File: config.mk
export PLATFORM = sky130hd
export DESIGN_NAME = mem_port_arbiter
export DESIGN_NICKNAME = d
export VERILOG_FILES = /design/src/rtl/mem_port_arbiter.sv
export SDC_FILE = /design/constraint.sdc
export NUM_CORES = 1
export LEC_CHECK = 0
export CAP_MARGIN = 30
export CORE_AREA = 3 3 116 118
export CTS_CLUSTER_SIZE = 12
export DETAILED_ROUTE_END_ITERATION = 6
export DIE_AREA = 0 0 119 121
export HOLD_SLACK_MARGIN = 0.06
export SLEW_MARGIN = 25
export SYNTH_ARGS = -nofsm -noshare
export SYNTH_HDL_FRONTEND = slang
export SYNTH_SLANG_ARGS = --single-unit
File: constraint.sdc
create_clock -name clk -period 2.3 [get_ports clk]
set_input_delay 0.46 -clock clk [delete_from_list [all_inputs] [get_ports clk]]
set_output_delay 0.46 -clock clk [all_outputs]
set_load 0.005 [all_outputs]
File: src/rtl/mem_port_arbiter.sv
`default_nettype none
// ============================================================================
// Module   : mem_port_arbiter
// Purpose  : Shares one single-ported memory between the instruction-fetch
//            requester and the data load/store requester. One access per
//            cycle. Data has priority, but fetch is forced through after
//            STARVE_MAX back-to-back data grants. Each one-cycle read response
//            is returned to the requester that issued the read. Out-of-range
//            addresses are granted but never reach memory, and they set a
//            sticky error flag.
// Ports    : clk, reset (async, active-low)
//            imem_*     : fetch request / ready / response
//            dmem_*     : data request / ready / response
//            mem_*      : memory read/write strobes, addresses and data
//            addr_error : sticky out-of-range flag
// Revision : 1.0  initial release
// ============================================================================
module mem_port_arbiter #(
  parameter int MEMSIZE    = 128*1024,
  parameter int STARVE_MAX = 4
) (
  input  logic        clk,
  input  logic        reset,
  input  logic        imem_req,
  input  logic [31:0] imem_addr,
  output logic        imem_ready,
  output logic        imem_valid,
  output logic [31:0] imem_rdata,
  input  logic        dmem_req,
  input  logic        dmem_we,
  input  logic [31:0] dmem_addr,
  input  logic [31:0] dmem_wdata,
  input  logic [3:0]  dmem_wstrb,
  output logic        dmem_ready,
  output logic        dmem_valid,
  output logic [31:0] dmem_rdata,
  output logic        mem_read_ready,
  output logic        mem_write_ready,
  output logic [29:0] mem_read_address,
  output logic [29:0] mem_write_address,
  output logic [31:0] mem_write_data,
  output logic [3:0]  mem_write_byte,
  input  logic [31:0] mem_read_data,
  output logic        addr_error
);

  localparam int         c_AW         = $clog2(MEMSIZE);
  localparam logic [2:0] c_STARVE_MAX = 3'(STARVE_MAX);

  typedef enum logic [1:0] {
    OWN_NONE = 2'd0,
    OWN_IMEM = 2'd1,
    OWN_DMEM = 2'd2
  } owner_t;

  owner_t      r_owner;
  logic        r_resp_zero;   // pending read was out of range: deliver 0
  logic [2:0]  r_starve_cnt;
  logic        r_addr_error;

  logic        w_grant_i;
  logic        w_grant_d;
  logic [31:0] w_req_addr;
  logic        w_in_range;
  logic        w_is_read;
  logic        w_is_write;
  logic        w_unused_addr_bits;

  // Word addressing: the byte-offset bits carry no information here.
  assign w_unused_addr_bits = ^{imem_addr[1:0], dmem_addr[1:0]};

  always_comb begin
    // Holding reset low suppresses grants so every output reads 0 in reset.
    w_grant_i  = reset & imem_req &
                 (~dmem_req | (r_starve_cnt == c_STARVE_MAX));
    w_grant_d  = reset & dmem_req & ~w_grant_i;
    w_req_addr = w_grant_d ? dmem_addr : imem_addr;
    w_in_range = (w_req_addr[31:c_AW] == '0);
    w_is_read  = w_grant_i | (w_grant_d & ~dmem_we);
    w_is_write = w_grant_d & dmem_we;

    mem_read_ready    = 1'b0;
    mem_write_ready   = 1'b0;
    mem_read_address  = '0;
    mem_write_address = '0;
    mem_write_data    = '0;
    mem_write_byte    = '0;
    if (w_in_range && w_is_read) begin
      mem_read_ready   = 1'b1;
      mem_read_address = w_req_addr[31:2];
    end
    if (w_in_range && w_is_write) begin
      mem_write_ready   = 1'b1;
      mem_write_address = w_req_addr[31:2];
      mem_write_data    = dmem_wdata;
      mem_write_byte    = dmem_wstrb;
    end
  end

  always_ff @(posedge clk or negedge reset) begin
    if (!reset) begin
      r_owner      <= OWN_NONE;
      r_resp_zero  <= 1'b0;
      r_starve_cnt <= 3'd0;
      r_addr_error <= 1'b0;
    end else begin
      if (w_grant_i)
        r_owner <= OWN_IMEM;
      else if (w_grant_d && !dmem_we)
        r_owner <= OWN_DMEM;
      else
        r_owner <= OWN_NONE;

      r_resp_zero <= w_is_read & ~w_in_range;

      // Counts data grants that pushed a waiting fetch aside.
      if (imem_req && w_grant_d) begin
        if (r_starve_cnt != c_STARVE_MAX)
          r_starve_cnt <= r_starve_cnt + 3'd1;
      end else begin
        r_starve_cnt <= 3'd0;
      end

      if ((w_grant_i || w_grant_d) && !w_in_range)
        r_addr_error <= 1'b1;
    end
  end

  assign imem_ready = w_grant_i;
  assign dmem_ready = w_grant_d;
  assign imem_valid = (r_owner == OWN_IMEM);
  assign dmem_valid = (r_owner == OWN_DMEM);
  assign imem_rdata = (imem_valid && !r_resp_zero) ? mem_read_data : 32'd0;
  assign dmem_rdata = (dmem_valid && !r_resp_zero) ? mem_read_data : 32'd0;
  assign addr_error = r_addr_error;

endmodule
`default_nettype wire

Word level (Yosys, flattened, before mapping)
Index checks and enable logic that the tools add are counted.
Widths: inputs -> output; s select.
{ "op_classes": {"bitwise": 13, "n_mux": 13, "n_eq_ne": 5, "n_reduce_logical": 12, "add_sub_neg": 1} }
{ "ops": {"columns": ["op", "n"], "rows": [
  ["$mux 32", 4],
  ["$mux 30", 2],
  ["$logic_not 15->1", 1],
  ["$and 1x1->1", 7],
  ["$logic_and 1x1->1", 7],
  ["$mux 3", 2],
  ["$mux 2", 2],
  ["$mux 4", 1],
  ["$not 1->1", 4],
  ["$add 3x1->3 const B", 1],
  ["$eq 3x3->1 const B", 1],
  ["$logic_not 1->1", 3],
  ["$ne 3x3->1 const B", 1],
  ["$eq 2x1->1 const B", 1],
  ["$eq 2x2->1 const B", 1],
  ["$mux 1", 2],
  ["$ne 2x1->1 const B", 1],
  ["$or 1x1->1", 2],
  ["$logic_or 1x1->1", 1]
]} }
{ "totals": {"output_inout_bits": 167, "elab_cells": 48, "in_bits": 137, "ff_bits": 7} }

Longest topological paths before layout
{ "depth": {"ltp_word": 9, "ltp_mapped": 8, "ltp_nobuf": 7} }

Least setup slack after synthesis
OpenSTA, ideal clock, no wires.
{ "synth_timing": {"path_kind": "register to output", "start": "register r_starve_cnt[0]", "end": "output mem_read_address[10]", "path_slack_ns": 0.110, "n_path_buf": 1, "t_required_ns": 1.840, "t_arrival_ns": 1.730, "stages_incl_launch_ff": 8, "path_cell_list": "dfrtp_1 inv_1 ha_1 and3_1 o32a_1 a221o_1 buf_2 a21oi_1"} }
{ "synth_via": {"elab_chain_len": 9, "word_cells_on_any_way": 11, "classes_between": "eq/ne: 1; mux: 2; bitwise: 6; reduce/logical: 2"} }
{ "synth_rtl": {"columns": ["element", "line_no", "source"], "rows": [
  ["start: declaration", "58", "logic [2:0] r_starve_cnt;"],
  ["start signal: assignment", "119", "r_starve_cnt <= r_starve_cnt + 3'd1;"],
  ["$eq 3x3->1 (*)", "75", "(~dmem_req | (r_starve_cnt == c_STARVE_MAX));"],
  ["$or 1x1->1 (*)", "75", null],
  ["$and 1x1->1 (*)", "74", "w_grant_i = reset & imem_req &"],
  ["$not 1->1", "76", "w_grant_d = reset & dmem_req & ~w_grant_i;"],
  ["$and 1x1->1", "76", null],
  ["$mux 32 or $and 1x1->1 (tied branches)", "77, 79", null],
  ["$logic_not 15->1 or $or 1x1->1 (tied branches)", "78, 79", null],
  ["$logic_and 1x1->1", "88", "if (w_in_range && w_is_read) begin"],
  ["$mux 30 (*)", "88", null],
  ["end: declaration", "39", "output logic [29:0] mem_read_address,"]
]} }
Mark *: on every way between the ends. The rest lies on a longest branch, timed or not.

Worst setup path after layout
{ "layout_timing": {"start": "register r_starve_cnt[1]", "end": "output mem_read_address[10]"} }
The elaborated chain is that of the path after synthesis.

==> out/results.md <==
| Group | Parameter | Value |
|:---|:---|:---|
| run status | Result of the run | finished with violations |
| run status | Violations in the final reports | negative setup slack |
| power | Worst IR drop on VDD | 173 uV |
| sta | Final worst path period share | 119% |
| power | Leakage power | 2.37 nW |
| power | Power per cell area | 160 nW/um^2 |
| global routing | Residual overflow from global routing | 0 |
| synth | Netlist area before placement | 1720 um^2 |
| finish | Count of nets after finishing | 701 |
| sta | Hold slack | 0.153 ns |
| sta | Final max-slew violation count | 0 |
| sta | Number of setup violations in the final report | 69 |
| power | Part of the power in combinational logic | 50.4% |
| die | Floorplan die area | 14400 um^2 |
| placement | Post-Place Setup Slack | -1.30 ns |
| setup path | Critical path, cell by cell | inv_2 -> ha_4 -> and3_4 -> o211ai_1 -> buf_4 -> buf_4 -> a221o_2 -> clkbuf_16 -> a21oi_4 -> buf_2 |
| synth | Post-Syn Area per Cell | 6.64 um^2 |
| die | Standard-cell rows | 41 |
| finish | Final core occ | 42.8% |
| synth | Cell type contributing the most total cell area after synthesis | and2_1 |
| routing | Detailed-route wire length per cell | 15.5 um |
| die | Horiz. Die Dim | 119 um |
| clock network | Deepest clock path buffer count | 2 |
| setup path | Max Fanout on Critical Path | 7 |
| power | Fraction of power consumed by sequential logic | 15.2% |
| clock network | CTS hold repair buffers | 0 |
| routing | Vias per std cell | 3.91 |
| sta | Minimum clock period after layout | 2.73 ns |
| sta | Max Fclk | 367 MHz |
| clock network | Inserted Clock Buffers | 3 |
| setup path | Arrival time of data at the critical path endpoint | 2.27 ns |
| power | Total internal power | 0.641 mW |
| finish | Layout overhead on the synthesized area | 213% |
| placement | Detailed Place HPWL | 8960 um |
| power | Fraction of power spent switching nets | 25.5% |
| routing | Vias | 2866 |
| die | Y dimension of the die | 121 um |
| routing | Initial drt markers | 39 |
| sta | Setup repair after global routing missed its margin | true |
| finish | Share of cells above drive strength 1 | 37.1% |
| clock network | Clock-pin slew of the registers on the worst-case setup and hold paths | 0.04 ns |
| sta | Setup slack after layout | -0.428 ns |
| synth | Synth cell types | 30 |
| global routing | Via count of the first global-routing pass | 3018 |
| min path | Class of the most critical hold timing path | input pin to async pin |
| synth | Yosys warning count | 0 |
| clock network | Clock tree from TritonCTS | done |
| power | Switching power of the nets | 0.220 mW |
| run | Max-cap violations | 0 |
| synth | Gate count after technology mapping | 259 |
| clock network | Clock root buffer | clkbuf_16 |
| clock network | Number of H-tree levels | 1 |
| placement | Count of port buffers added during placement | 269 |
| sta | Number of hold violations in the final report | 0 |
| global routing | Global-route wire length before repair | 16100 um |
| synth | Cells taking the most area after synthesis | and2_1 42%, buf_4 13%, dfrtp_1 10% |
| die | Count of pins on the block boundary | 304 |
| routing | Number of nets with antenna violations after routing | 0 |
| global routing | Maximum number of pins on one net before global-route repair | 33 |
| routing | DRT Pass-1 Iters | 6 |
| setup path | Worst path most repeated cell | buf_4 |
| global routing | GRT Overall Usage | 14.1% |
| routing | Post-route DRC | 0 |
| finish | Antenna Diode Count | 0 |
| setup path | Delay contributed by the slowest stage of the critical path | 0.41 ns |
| clock network | Skew-Pair Late Insertion Delay | 0.23 ns |
| placement | Global placement routability congestion | 0.863 |
| power | Fraction of power consumed by the clock network | 34.4% |
| setup path | CP Launch Type | flip-flop |
| setup path | Critical path start-end classification | flip-flop to output pin |
| die | Effective utilization at floorplan | 13.7% |
| setup path | Required time of the critical path | 1.84 ns |
| clock network | Number of clock sinks | 7 |
| finish | Top library cells by usage in the layout, fill and taps aside | 166 x clkdlybuf4s50_1, 65 x and2_1, 60 x buf_6 |
| finish | Leading cell type in the layout, fill and taps excluded | clkdlybuf4s50_1 |
| die | Floorplan core area | 12600 um^2 |
| synth | Flop and latch count out of synthesis | 7 |
| synth | Sequential-to-total area share from yosys stat | 10.2% |
| routing | Routed wire length | 11400 um |
| global routing | Antenna violations before repair | 0 |
| sta | Setup Total Neg Slack | -20.85 ns |
| sta | Worst clock skew | 0.000342 ns |
| synth | Area share of the largest cell type after synthesis | 42.2% |
| setup path | Type of element capturing the critical path | output pin |
| setup path | Critical path's slowest cell | a221o_2 |
## cell usage after synthesis (all sizes together)
master / n
o21bai: 1
and2: 116
buf: 36
o32a: 1
nor3b: 1
nand2: 35
nand4: 2
nand3: 2
and3: 1
a21oi: 15
nor2: 4
ha: 2
mux2i: 1
clkbuf: 8
dfrtp: 7
nor3: 4
nor4: 6
conb: 1
nor2b: 5
a221oi: 1
a221o: 1
o21ai: 1
a21boi: 1
inv: 4
a22oi: 1
o211ai: 2
## area by class of cell
cell class                      instances  area (um^2)
Timing Repair Buffer                  313         3210
Fill cell                            1276         7190
Sequential cell                         7          175
Multi-Input combinational cell        233         1680
Tap cell                              172          215
Inverter                                4         15.0
Clock buffer                            4         78.8
## timing repair
action | CTS | global route
gates cloned | 6 | 2
pin swaps | 51 | 19
setup buffers | 18 | 1
gates resized for setup | 428 | 72
endpoints found under the setup margin | 81 | 121
## metrics by stage
stage	instance area [um^2]	power [mW]	instances
after floorplan	1830	0.244	288
after CTS	5220	0.857	735
final	5370	0.861	733
after global routing	5370	0.905	733
after detailed placement	4660	0.549	707
after global placement	4660	0.543	707
## per-layer routing
| metal | up-vias | wire length (um) | GRT usage, % |
|---|---|---|---|
| li1 | 1373 | - | - |
| met4 | 0 | 217 | 3.55 |
| met1 | 1292 | 3920 | 13.6 |
| met5 | - | 0 | 0 |
| met2 | 187 | 6260 | 29.4 |
| met3 | 14 | 964 | 3.45 |
## logic make-up after synthesis
| family | Yosys count | synth area share [%] |
|---|---|---|
| AOI/OAI and AO/OA | 24 | 9.53 |
| other | 1 | 0.218 |
| muxes | 1 | 0.582 |
| and+or+nand+nor | 176 | 58.7 |
| DFF | 7 | 10.2 |
| buffers and inverters | 48 | 19.3 |
| adders and majority gates | 2 | 1.46 |
## power by group through the flow
stage          Sequential (mW)  Combinational [mW]  Clock [mW]
2_1_floorplan            0.130               0.114           0
5_1_grt                  0.131               0.467       0.307
6_report                 0.131               0.434       0.296
3_5_place_dp             0.130               0.418           0
3_3_place_gp             0.130               0.412           0
4_1_cts                  0.130               0.427       0.300
## flip-flops by register name (all words and copies together) (netlist names)
name,flops
r_resp_zero,1
r_starve_cnt,3
addr_error,1
r_owner,2
## worst paths after layout
check                           cells after the start  slack (ns)                    to             from
worst min register to register                      1        0.48            addr_error       addr_error
worst min-delay path                                2        0.15            r_owner[0]            reset
max in group asynchronous                           3        1.94           r_resp_zero            reset
min in group clk                                    1        0.48            addr_error       addr_error
worst max register to register                      9        0.50            addr_error  r_starve_cnt[1]
worst max-delay path                               10       -0.43  mem_read_address[10]  r_starve_cnt[1]
## critical path, delay by kind of cell (launching register included)
family          cells  cell delay [ns]
fa+ha+maj           1             0.14
simple gates        1             0.19
flops               1             0.38
compound gates      3             0.62
buf+inv             5             0.70
Power figures use the tool's default switching activity.
